$ cat config.mk
export PLATFORM = sky130hd
export DESIGN_NAME = uart_rx_fifo_flat
export DESIGN_NICKNAME = d
export VERILOG_FILES = /design/src/rtl/uart_rx_fifo_if.sv /design/src/rtl/uart_rx_fifo.sv /design/src/flat_wrapper.sv
export SDC_FILE = /design/constraint.sdc
export NUM_CORES = 1
export LEC_CHECK = 0
export ABC_AREA = 1
export BUFFER_PORTS_ARGS = -buffer_cell sky130_fd_sc_hd__clkbuf_2
export CELL_PAD_IN_SITES_DETAIL_PLACEMENT = 0
export CELL_PAD_IN_SITES_GLOBAL_PLACEMENT = 2
export CORE_MARGIN = 2
export CORE_UTILIZATION = 40
export DETAILED_ROUTE_END_ITERATION = 16
export GPL_TIMING_DRIVEN = 0
export PLACE_DENSITY = 0.88
export REMOVE_ABC_BUFFERS = 1
export SYNTH_ARGS = -nofsm -noshare
export SYNTH_HDL_FRONTEND = slang
export SYNTH_SLANG_ARGS = --single-unit
$ cat constraint.sdc
create_clock -name clk -period 4.2 [get_ports clk]
set_input_delay 0.84 -clock clk [delete_from_list [all_inputs] [get_ports clk]]
set_output_delay 0.84 -clock clk [all_outputs]
set_load 0.01 [all_outputs]
$ cat src/rtl/uart_rx_fifo_if.sv
// uart_rx_fifo_if: byte strobe inputs, consumer controls and status outputs of the receive FIFO.
interface uart_rx_fifo_if #(
   parameter int DEPTH = 16
) ();
   localparam int LW = $clog2(DEPTH) + 1;
   logic          received;
   logic [7:0]    rx_byte;
   logic          recv_error;
   logic          pop;
   logic          flush;
   logic          clr_overrun;
   logic [LW-1:0] thresh;
   logic [7:0]    rd_data;
   logic          rd_err;
   logic          rd_valid;
   logic [LW-1:0] level;
   logic          overrun;
   logic          irq;
   modport master (
      output received, rx_byte, recv_error, pop, flush, clr_overrun, thresh,
      input  rd_data, rd_err, rd_valid, level, overrun, irq
   );
   modport slave (
      input  received, rx_byte, recv_error, pop, flush, clr_overrun, thresh,
      output rd_data, rd_err, rd_valid, level, overrun, irq
   );
endinterface

$ cat src/rtl/uart_rx_fifo.sv
// uart_rx_fifo: receive byte FIFO with first-word-fall-through read, level count, sticky overrun and threshold irq.
// Defining UART_RX_FIFO_ERR_TAG_EN stores recv_error alongside each byte and exposes it on rd_err.
module uart_rx_fifo #(
   parameter int DEPTH = 16
) (
   input logic clk,
   input logic rst,
   uart_rx_fifo_if.slave bus
);
   localparam int PW = $clog2(DEPTH);
   localparam int LW = PW + 1;
`ifdef UART_RX_FIFO_ERR_TAG_EN
   localparam int W = 9;
`else
   localparam int W = 8;
`endif
   logic [W-1:0]  mem [DEPTH];
   logic [W-1:0]  wr_word;
   logic [W-1:0]  head;
   logic [PW-1:0] wr_ptr, rd_ptr;
   logic [LW-1:0] cnt, cnt_next;
   logic          pop_ok, push_ok, push, drop, valid, ov_q, irq_q;
`ifdef UART_RX_FIFO_ERR_TAG_EN
   assign wr_word = {bus.recv_error, bus.rx_byte};
   assign bus.rd_err = valid && head[8];
`else
   logic unused_err;
   assign unused_err = bus.recv_error;
   assign wr_word = bus.rx_byte;
   assign bus.rd_err = 1'b0;
`endif
   // accept/drop decisions; flush discards any same-cycle byte and empties the buffer
   always_comb begin
      pop_ok = bus.pop && cnt != '0;
      push_ok = bus.received && (cnt != LW'(DEPTH) || pop_ok);
      push = push_ok && !bus.flush;
      drop = bus.received && !push_ok && !bus.flush;
      cnt_next = bus.flush ? '0 : cnt + LW'(push) - LW'(pop_ok);
   end
   // pointers, level counter, sticky overrun (set beats clear) and registered irq on post-update level
   always_ff @(posedge clk) begin
      if (rst) begin
         wr_ptr <= '0;
         rd_ptr <= '0;
         cnt <= '0;
         ov_q <= 1'b0;
         irq_q <= 1'b0;
      end else begin
         wr_ptr <= bus.flush ? '0 : wr_ptr + PW'(push);
         rd_ptr <= bus.flush ? '0 : rd_ptr + PW'(pop_ok);
         cnt <= cnt_next;
         ov_q <= drop ? 1'b1 : bus.clr_overrun ? 1'b0 : ov_q;
         irq_q <= bus.thresh != '0 && cnt_next >= bus.thresh;
      end
   end
   // storage array, contents are don't-care until written
   always_ff @(posedge clk) begin
      if (push) mem[wr_ptr] <= wr_word;
   end
   assign head = mem[rd_ptr];
   assign valid = cnt != '0;
   assign bus.rd_valid = valid;
   assign bus.rd_data = valid ? head[7:0] : 8'h00;
   assign bus.level = cnt;
   assign bus.overrun = ov_q;
   assign bus.irq = irq_q;
endmodule

$ cat src/flat_wrapper.sv
// flat-port wrapper written by rule: the top's interface ports become plain ports
module uart_rx_fifo_flat 
#(
   parameter int DEPTH = 16
)
  (clk, rst, bus_received, bus_rx_byte, bus_recv_error, bus_pop, bus_flush, bus_clr_overrun, bus_thresh, bus_rd_data, bus_rd_err, bus_rd_valid, bus_level, bus_overrun, bus_irq);
  uart_rx_fifo_if #(.DEPTH(DEPTH)) bus_i ();
  input logic clk;
  input logic rst;
  input wire logic [$bits(bus_i.received)-1:0] bus_received;
  input wire logic [$bits(bus_i.rx_byte)-1:0] bus_rx_byte;
  input wire logic [$bits(bus_i.recv_error)-1:0] bus_recv_error;
  input wire logic [$bits(bus_i.pop)-1:0] bus_pop;
  input wire logic [$bits(bus_i.flush)-1:0] bus_flush;
  input wire logic [$bits(bus_i.clr_overrun)-1:0] bus_clr_overrun;
  input wire logic [$bits(bus_i.thresh)-1:0] bus_thresh;
  output wire logic [$bits(bus_i.rd_data)-1:0] bus_rd_data;
  output wire logic [$bits(bus_i.rd_err)-1:0] bus_rd_err;
  output wire logic [$bits(bus_i.rd_valid)-1:0] bus_rd_valid;
  output wire logic [$bits(bus_i.level)-1:0] bus_level;
  output wire logic [$bits(bus_i.overrun)-1:0] bus_overrun;
  output wire logic [$bits(bus_i.irq)-1:0] bus_irq;
  assign bus_i.received = bus_received;
  assign bus_i.rx_byte = bus_rx_byte;
  assign bus_i.recv_error = bus_recv_error;
  assign bus_i.pop = bus_pop;
  assign bus_i.flush = bus_flush;
  assign bus_i.clr_overrun = bus_clr_overrun;
  assign bus_i.thresh = bus_thresh;
  assign bus_rd_data = bus_i.rd_data;
  assign bus_rd_err = bus_i.rd_err;
  assign bus_rd_valid = bus_i.rd_valid;
  assign bus_level = bus_i.level;
  assign bus_overrun = bus_i.overrun;
  assign bus_irq = bus_i.irq;
  uart_rx_fifo #(.DEPTH(DEPTH)) u_core (.clk(clk), .rst(rst), .bus(bus_i));
endmodule
==> impl_results.md, run 1 <==
* Run status: complete, no violations
* Critical path's slowest cell: inv_2
* Worst skew pair latency at 410 ps
* Most used cell, CP: nand2_1
* Drt drc at 0
* Setup WS post-layout at 500 ps
* CTS Root Cell: clkbuf_16
* Vias per std cell at 4.95
* IO buf count at 34
* Total Routing Usage GR at 17.0%
* Max-cap viol count at 0
* VDD IR-drop max at 298 uV
* Post-synthesis sequential area ratio at 67.1%
* First-pass GRT wire length at 20,400 um
* Routed Antenna Nets at 0
* Total number of vias at 3,944
* Peak per-stage delay on the critical path at 890 ps
* Largest net degree at the start of global routing at 65
* H-tree Lvls at 4
* Final WL at 12,900 um
* WL/cell at 16.3 um
* Hold Buf Count CTS at 0
* Postcts setup bufs at 0
* Crit-path leading delay family: buffers and inverters
* Fin nets at 631
* HP Class: flip-flop to flip-flop
* Final setup violation count at 0
* Vias in the first global route at 3,814
* Skew final at 8.19 ps
* Gp weighted congestion at 0.760
* Area delta synth->final at 12.8%
* Worst path cell trace: inv_2 -> nand2_1 -> nand3_1 -> nand3_1 -> nand2_1 -> nand2_1 -> a21oi_1 -> clkbuf_2
* Total CTS buffers at 17
* Rows at 45
* DR pass1 iterations at 5
* Grt ovf at 0
* Startpoint type of the worst setup path: flip-flop
* Slew Viols, Final at 0
* Crit path capture type: output pin
* # IOs at 37
* Post-Syn Area at 0.00618 mm2
* 1st-iter DRT viols at 338
* Initial antenna violation count at 0
* Share of the synthesized area in the top cell type at 62.2%
* Die Span X at 128 um
* Share of cells above drive strength 1 at 10.9%
* Main area contributors after synthesis: edfxtp_1, nand2_1, nand3_1, dfxtp_1, ha_1
* Tot Pwr at 3790 uW
* Worst Path Buf+Inv at 2
* PD cells at 545 mW/mm2
* Deepest clock path buffer count at 2
* Clock period minus worst slack at 3700 ps
* CTS clock-pin slew for the worst setup and hold paths at 60 ps
* Initial cell density of the core at 40.8%
* Core Box Area at 0.0151 mm2
* Setup CP Type: flip-flop to output pin
* Cells after Synth at 566
* HPWL Detailed at 7980 um
* Peak Freq at 270 MHz
* Relative slew slack at 23.6%
* CP required at 3360 ps
* Final hold violation count at 0
* Synthesized flop and latch total at 143
* Die height at 128 um
* Die area at 0.0165 mm2
* Reg2Reg Setup Slack at 550 ps
* Placed cell areas at 0.00641 mm2
* Final period util at 88.1%
* Hold WS at 467 ps
* Critical path arrival at 2860 ps
* Pleak at 0.00264 uW
* CTS Sinks at 143
* Yosys cell types at 25
* Largest area contributor in the netlist: edfxtp_1
* Least-Margin Pin Slew at 1150 ps
* Design Area, Final at 0.00697 mm2
* CTS-repair resized insts at 0
* Most common cell after layout, fill and taps aside: nand2_1
* CTS tree: done
* Syn Area/Cell at 10.9 um2
* Pre-CTS WS at 566 ps
* Ant. Diodes at 0
* Final core utilization at 46.0%
* Most frequent cells in the layout: nand2_1, edfxtp_1, nand3_1
* RSZ-0062 raised after global routing: false
* Worst-path maximum fanout at 64
* Number of synthesis warnings at 0
-- flip-flops by register name, indices dropped and copies added (netlist names) --
name,cells
u_core.mem,128
u_core.bus.level,5
u_core.rd_ptr,4
u_core.wr_ptr,4
u_core.bus.irq,1
u_core.bus.overrun,1
-- path summary, 6_finish.rpt --
path | end | cells after the start | from
min reg2reg | u_core.bus.overrun | 2 | u_core.bus.overrun
max reg2reg | u_core.bus.irq | 23 | u_core.bus.level[3]
max | bus_rd_data[1] | 8 | u_core.rd_ptr[0]
min | u_core.bus.overrun | 2 | u_core.bus.overrun
-- through the flow --
| stage | TNS [ps] | cells |
|---|---|---|
| final | 0 | 796 |
| after global routing | 0 | 796 |
| after CTS | 0 | 796 |
| after detailed placement | 0 | 764 |
| after global placement | -5280 | 763 |
| after floorplan | 0 | 541 |
-- layout make-up --
class                      instances  area (um2)
fill                            1330        8180
inverter                          33         124
timing repair buffer              35         190
clock buffer                      25         465
clock inverter                     7        87.6
sequential                       143        4150
multi-input combinational        365        1720
tap                              188         235
-- power by group --
part           switching, uW  internal [uW]
clock network            512            885
logic                    499            275
registers               44.5           1580
total                   1060           2740
-- cells in the mapped netlist --
cell type	count
a21oi_1	14
buf_2	13
buf_4	3
buf_6	8
clkbuf_8	1
clkinv_1	2
conb_1	1
dfxtp_1	15
edfxtp_1	128
fa_1	1
ha_1	15
inv_1	29
inv_2	2
nand2_1	179
nand3_1	108
nand4_1	1
nor2_1	29
nor2_2	2
nor3_1	6
nor3b_1	2
nor4_1	1
o21ai_0	1
o21bai_1	2
xnor2_1	2
xor2_1	1
-- metal layers --
metal	track usage [%]	part of all wire [%]	vias up
li1	-	-	1998
met1	22.6	43	1835
met2	27.6	50	105
met3	4.09	7.0	6
met4	5.75	0.62	0
met5	0	0	-
-- cell families (layout without fill, tap and decap cells) --
group,count (synthesis),count (layout),synth area share (%)
adders and majority gates,16,16,3.36
other,1,1,0.0607
buffers and inverters,58,100,5.10
and+or+nand+nor,328,328,22.5
xor gates and xnor gates,3,3,0.425
AOI/OAI and AO/OA,17,17,1.46
DFF,143,143,67.1
-- worst min-delay path, cell delays in order (launching register included) --
cell     delay [ps]
dfxtp_1         310
nand2_1          60
a21oi_1          50
Note: power is estimated with default switching activity, not from simulation.
==> inputs of run 2 (changes only) <==
- GPL_TIMING_DRIVEN: 0 -> not set
==> run 2 against run 1 <==
Effect of this change:
- sequential cell count stayed put
- non-clock buffer count is 4 higher
- sequential share of layout area is 0.52 points lower
- worst hold slack better by 7.5 ps
- global-route usage is 0.40 points higher
- total power is 3.4% higher
- critical endpoint is now u_core.bus.irq
- largest cell class unchanged
- largest power group unchanged
==> impl_results.md, run 2 (synthesis results as in run 1) <==
* Placed Cells at 768
* Biggest register: u_core.mem
* Final period util at 82.5%
* Share of cells above drive strength 1 at 12.3%
* Least-Margin Pin Slew at 947 ps
* Worst Path Buf+Inv at 7
* Comb power frac at 21.0%
* H-tree Lvls at 4
* First-pass GRT wire length at 21,000 um
* Postcts setup bufs at 0
* Internal power at 2800 uW
* Setup CP Type: flip-flop to flip-flop
* RSZ-0062 raised after global routing: false
* 1st-iter DRT viols at 359
* VDD IR-drop max at 309 uV
* Total CTS buffers at 17
* Die height at 128 um
* Worst setup path startpoint: u_core.bus.level[2]
* HP Class: flip-flop to flip-flop
* Worst Hold Launch: u_core.bus.overrun
* Grt ovf at 0
* Area delta synth->final at 13.7%
* Worst-path maximum fanout at 9
* IO buf count at 34
* Sw Share at 28.6%
* Startpoint type of the worst setup path: flip-flop
* Final setup TNS at 0 ps
* Max-cap viol count at 0
* Pleak at 0.00267 uW
* Peak per-stage delay on the critical path at 350 ps
* Final hold violation count at 0
* Skew final at 6.53 ps
* DR pass1 iterations at 7
* Critical path's slowest cell: fa_1
* Crit path capture type: flip-flop
* Rows at 45
* Critical path arrival at 3770 ps
* Die Span X at 128 um
* R2R cell count at 25
* Total Routing Usage GR at 17.4%
* # IOs at 37
* Final WL at 13,400 um
* Hold Buf Count CTS at 0
* Slew Viols, Final at 0
* Crit-path leading delay family: adder cells
* Worst r2r dst: u_core.bus.irq
* CTS Sinks at 143
* Most frequent cells in the layout: nand2_1, edfxtp_1, nand3_1
* Initial antenna violation count at 0
* WHS Path Cells at 2
* Sequential Power Share at 40.8%
* WL/cell at 16.8 um
* Clock period minus worst slack at 3470 ps
* Deepest clock path buffer count at 2
* Most common cell after layout, fill and taps aside: nand2_1
* Reg2Reg Setup Slack at 730 ps
* Initial cell density of the core at 40.8%
* Placed cell areas at 0.00643 mm2
* Ant. Diodes at 0
* Hold endpoint: u_core.bus.overrun
* Core Box Area at 0.0151 mm2
* CP required at 4500 ps
* Clk network pwr share at 38.2%
* Sw Pwr at 1120 uW
* Layout Cells excl Fill at 800
* Relative slew slack at 36.8%
* Die area at 0.0165 mm2
* Run status: complete, no violations
* RR Startpoint: u_core.bus.level[2]
* Fin nets at 635
* Worst skew pair latency at 420 ps
* Max reg flops at 128
* Design Area, Final at 0.00703 mm2
* Drt drc at 0
* Vias in the first global route at 3,892
* CTS clock-pin slew for the worst setup and hold paths at 60 ps
* Final core utilization at 46.4%
* Vias per std cell at 5.07
* Multi-input gate area at 0.00172 mm2
* Gp weighted congestion at 0.781
* CTS tree: done
* CTS-repair resized insts at 0
* Most used cell, CP: inv_1
* Fillers at 1,344
* CTS Root Cell: clkbuf_16
* Peak Freq at 288 MHz
* Routed Antenna Nets at 0
* Final setup violation count at 0
* Largest net degree at the start of global routing at 66
* Sequential Area at 0.00415 mm2
* Total number of vias at 4,059
* PD cells at 558 mW/mm2
* HPWL Detailed at 8230 um
## run 2: area by class of cell
type / instances / area share (%)
clock buffers: 18 / 6.11
clock inverters: 14 / 2.37
inverters: 33 / 1.76
multi-input cells: 365 / 24.5
flip-flops and latches: 143 / 59.0
well taps: 188 / 3.35
repair buffers: 39 / 2.96
## run 2: metal layers
layer	up-vias	GRT usage, %	part of all wire (%)
met4	0	6.21	1.4
met5	-	0	0
li1	2008	-	-
met3	16	4.26	5.0
met2	115	29.0	49
met1	1920	22.3	45
## run 2: how the worst max path moves through the flow
stage                           endpoint  slack (ps)  cells past startpoint
after global routing      u_core.bus.irq         400                     25
after CTS                 u_core.bus.irq         750                     25
after detailed placement  u_core.bus.irq         780                     25
final                     u_core.bus.irq         730                     25
after global placement    u_core.bus.irq         860                     18
after floorplan           bus_rd_data[0]         830                      7
## run 2: power groups by stage
stage / Clock, uW / Sequential [uW] / Combinational (uW)
after floorplan: 0 / 1660 / 497
after global placement: 0 / 1630 / 806
after detailed placement: 0 / 1630 / 827
after CTS: 1510 / 1600 / 832
after global routing: 1580 / 1600 / 948
final: 1500 / 1600 / 825
## run 2: stage by stage
| step | total power, uW | hold slack, ps | setup WS, ps |
|---|---|---|---|
| 2_1_floorplan | 2160 | 481 | 833 |
| 3_3_place_gp | 2440 | 464 | 864 |
| 3_5_place_dp | 2460 | 471 | 777 |
| 4_1_cts | 3950 | 481 | 745 |
| 5_1_grt | 4130 | 503 | 401 |
| 6_report | 3920 | 475 | 733 |
## run 2: worst min-delay path, cell delays in order, from the launching register on
cell,delay [ps]
dfxtp_1,310
nand2_1,60
a21oi_1,50
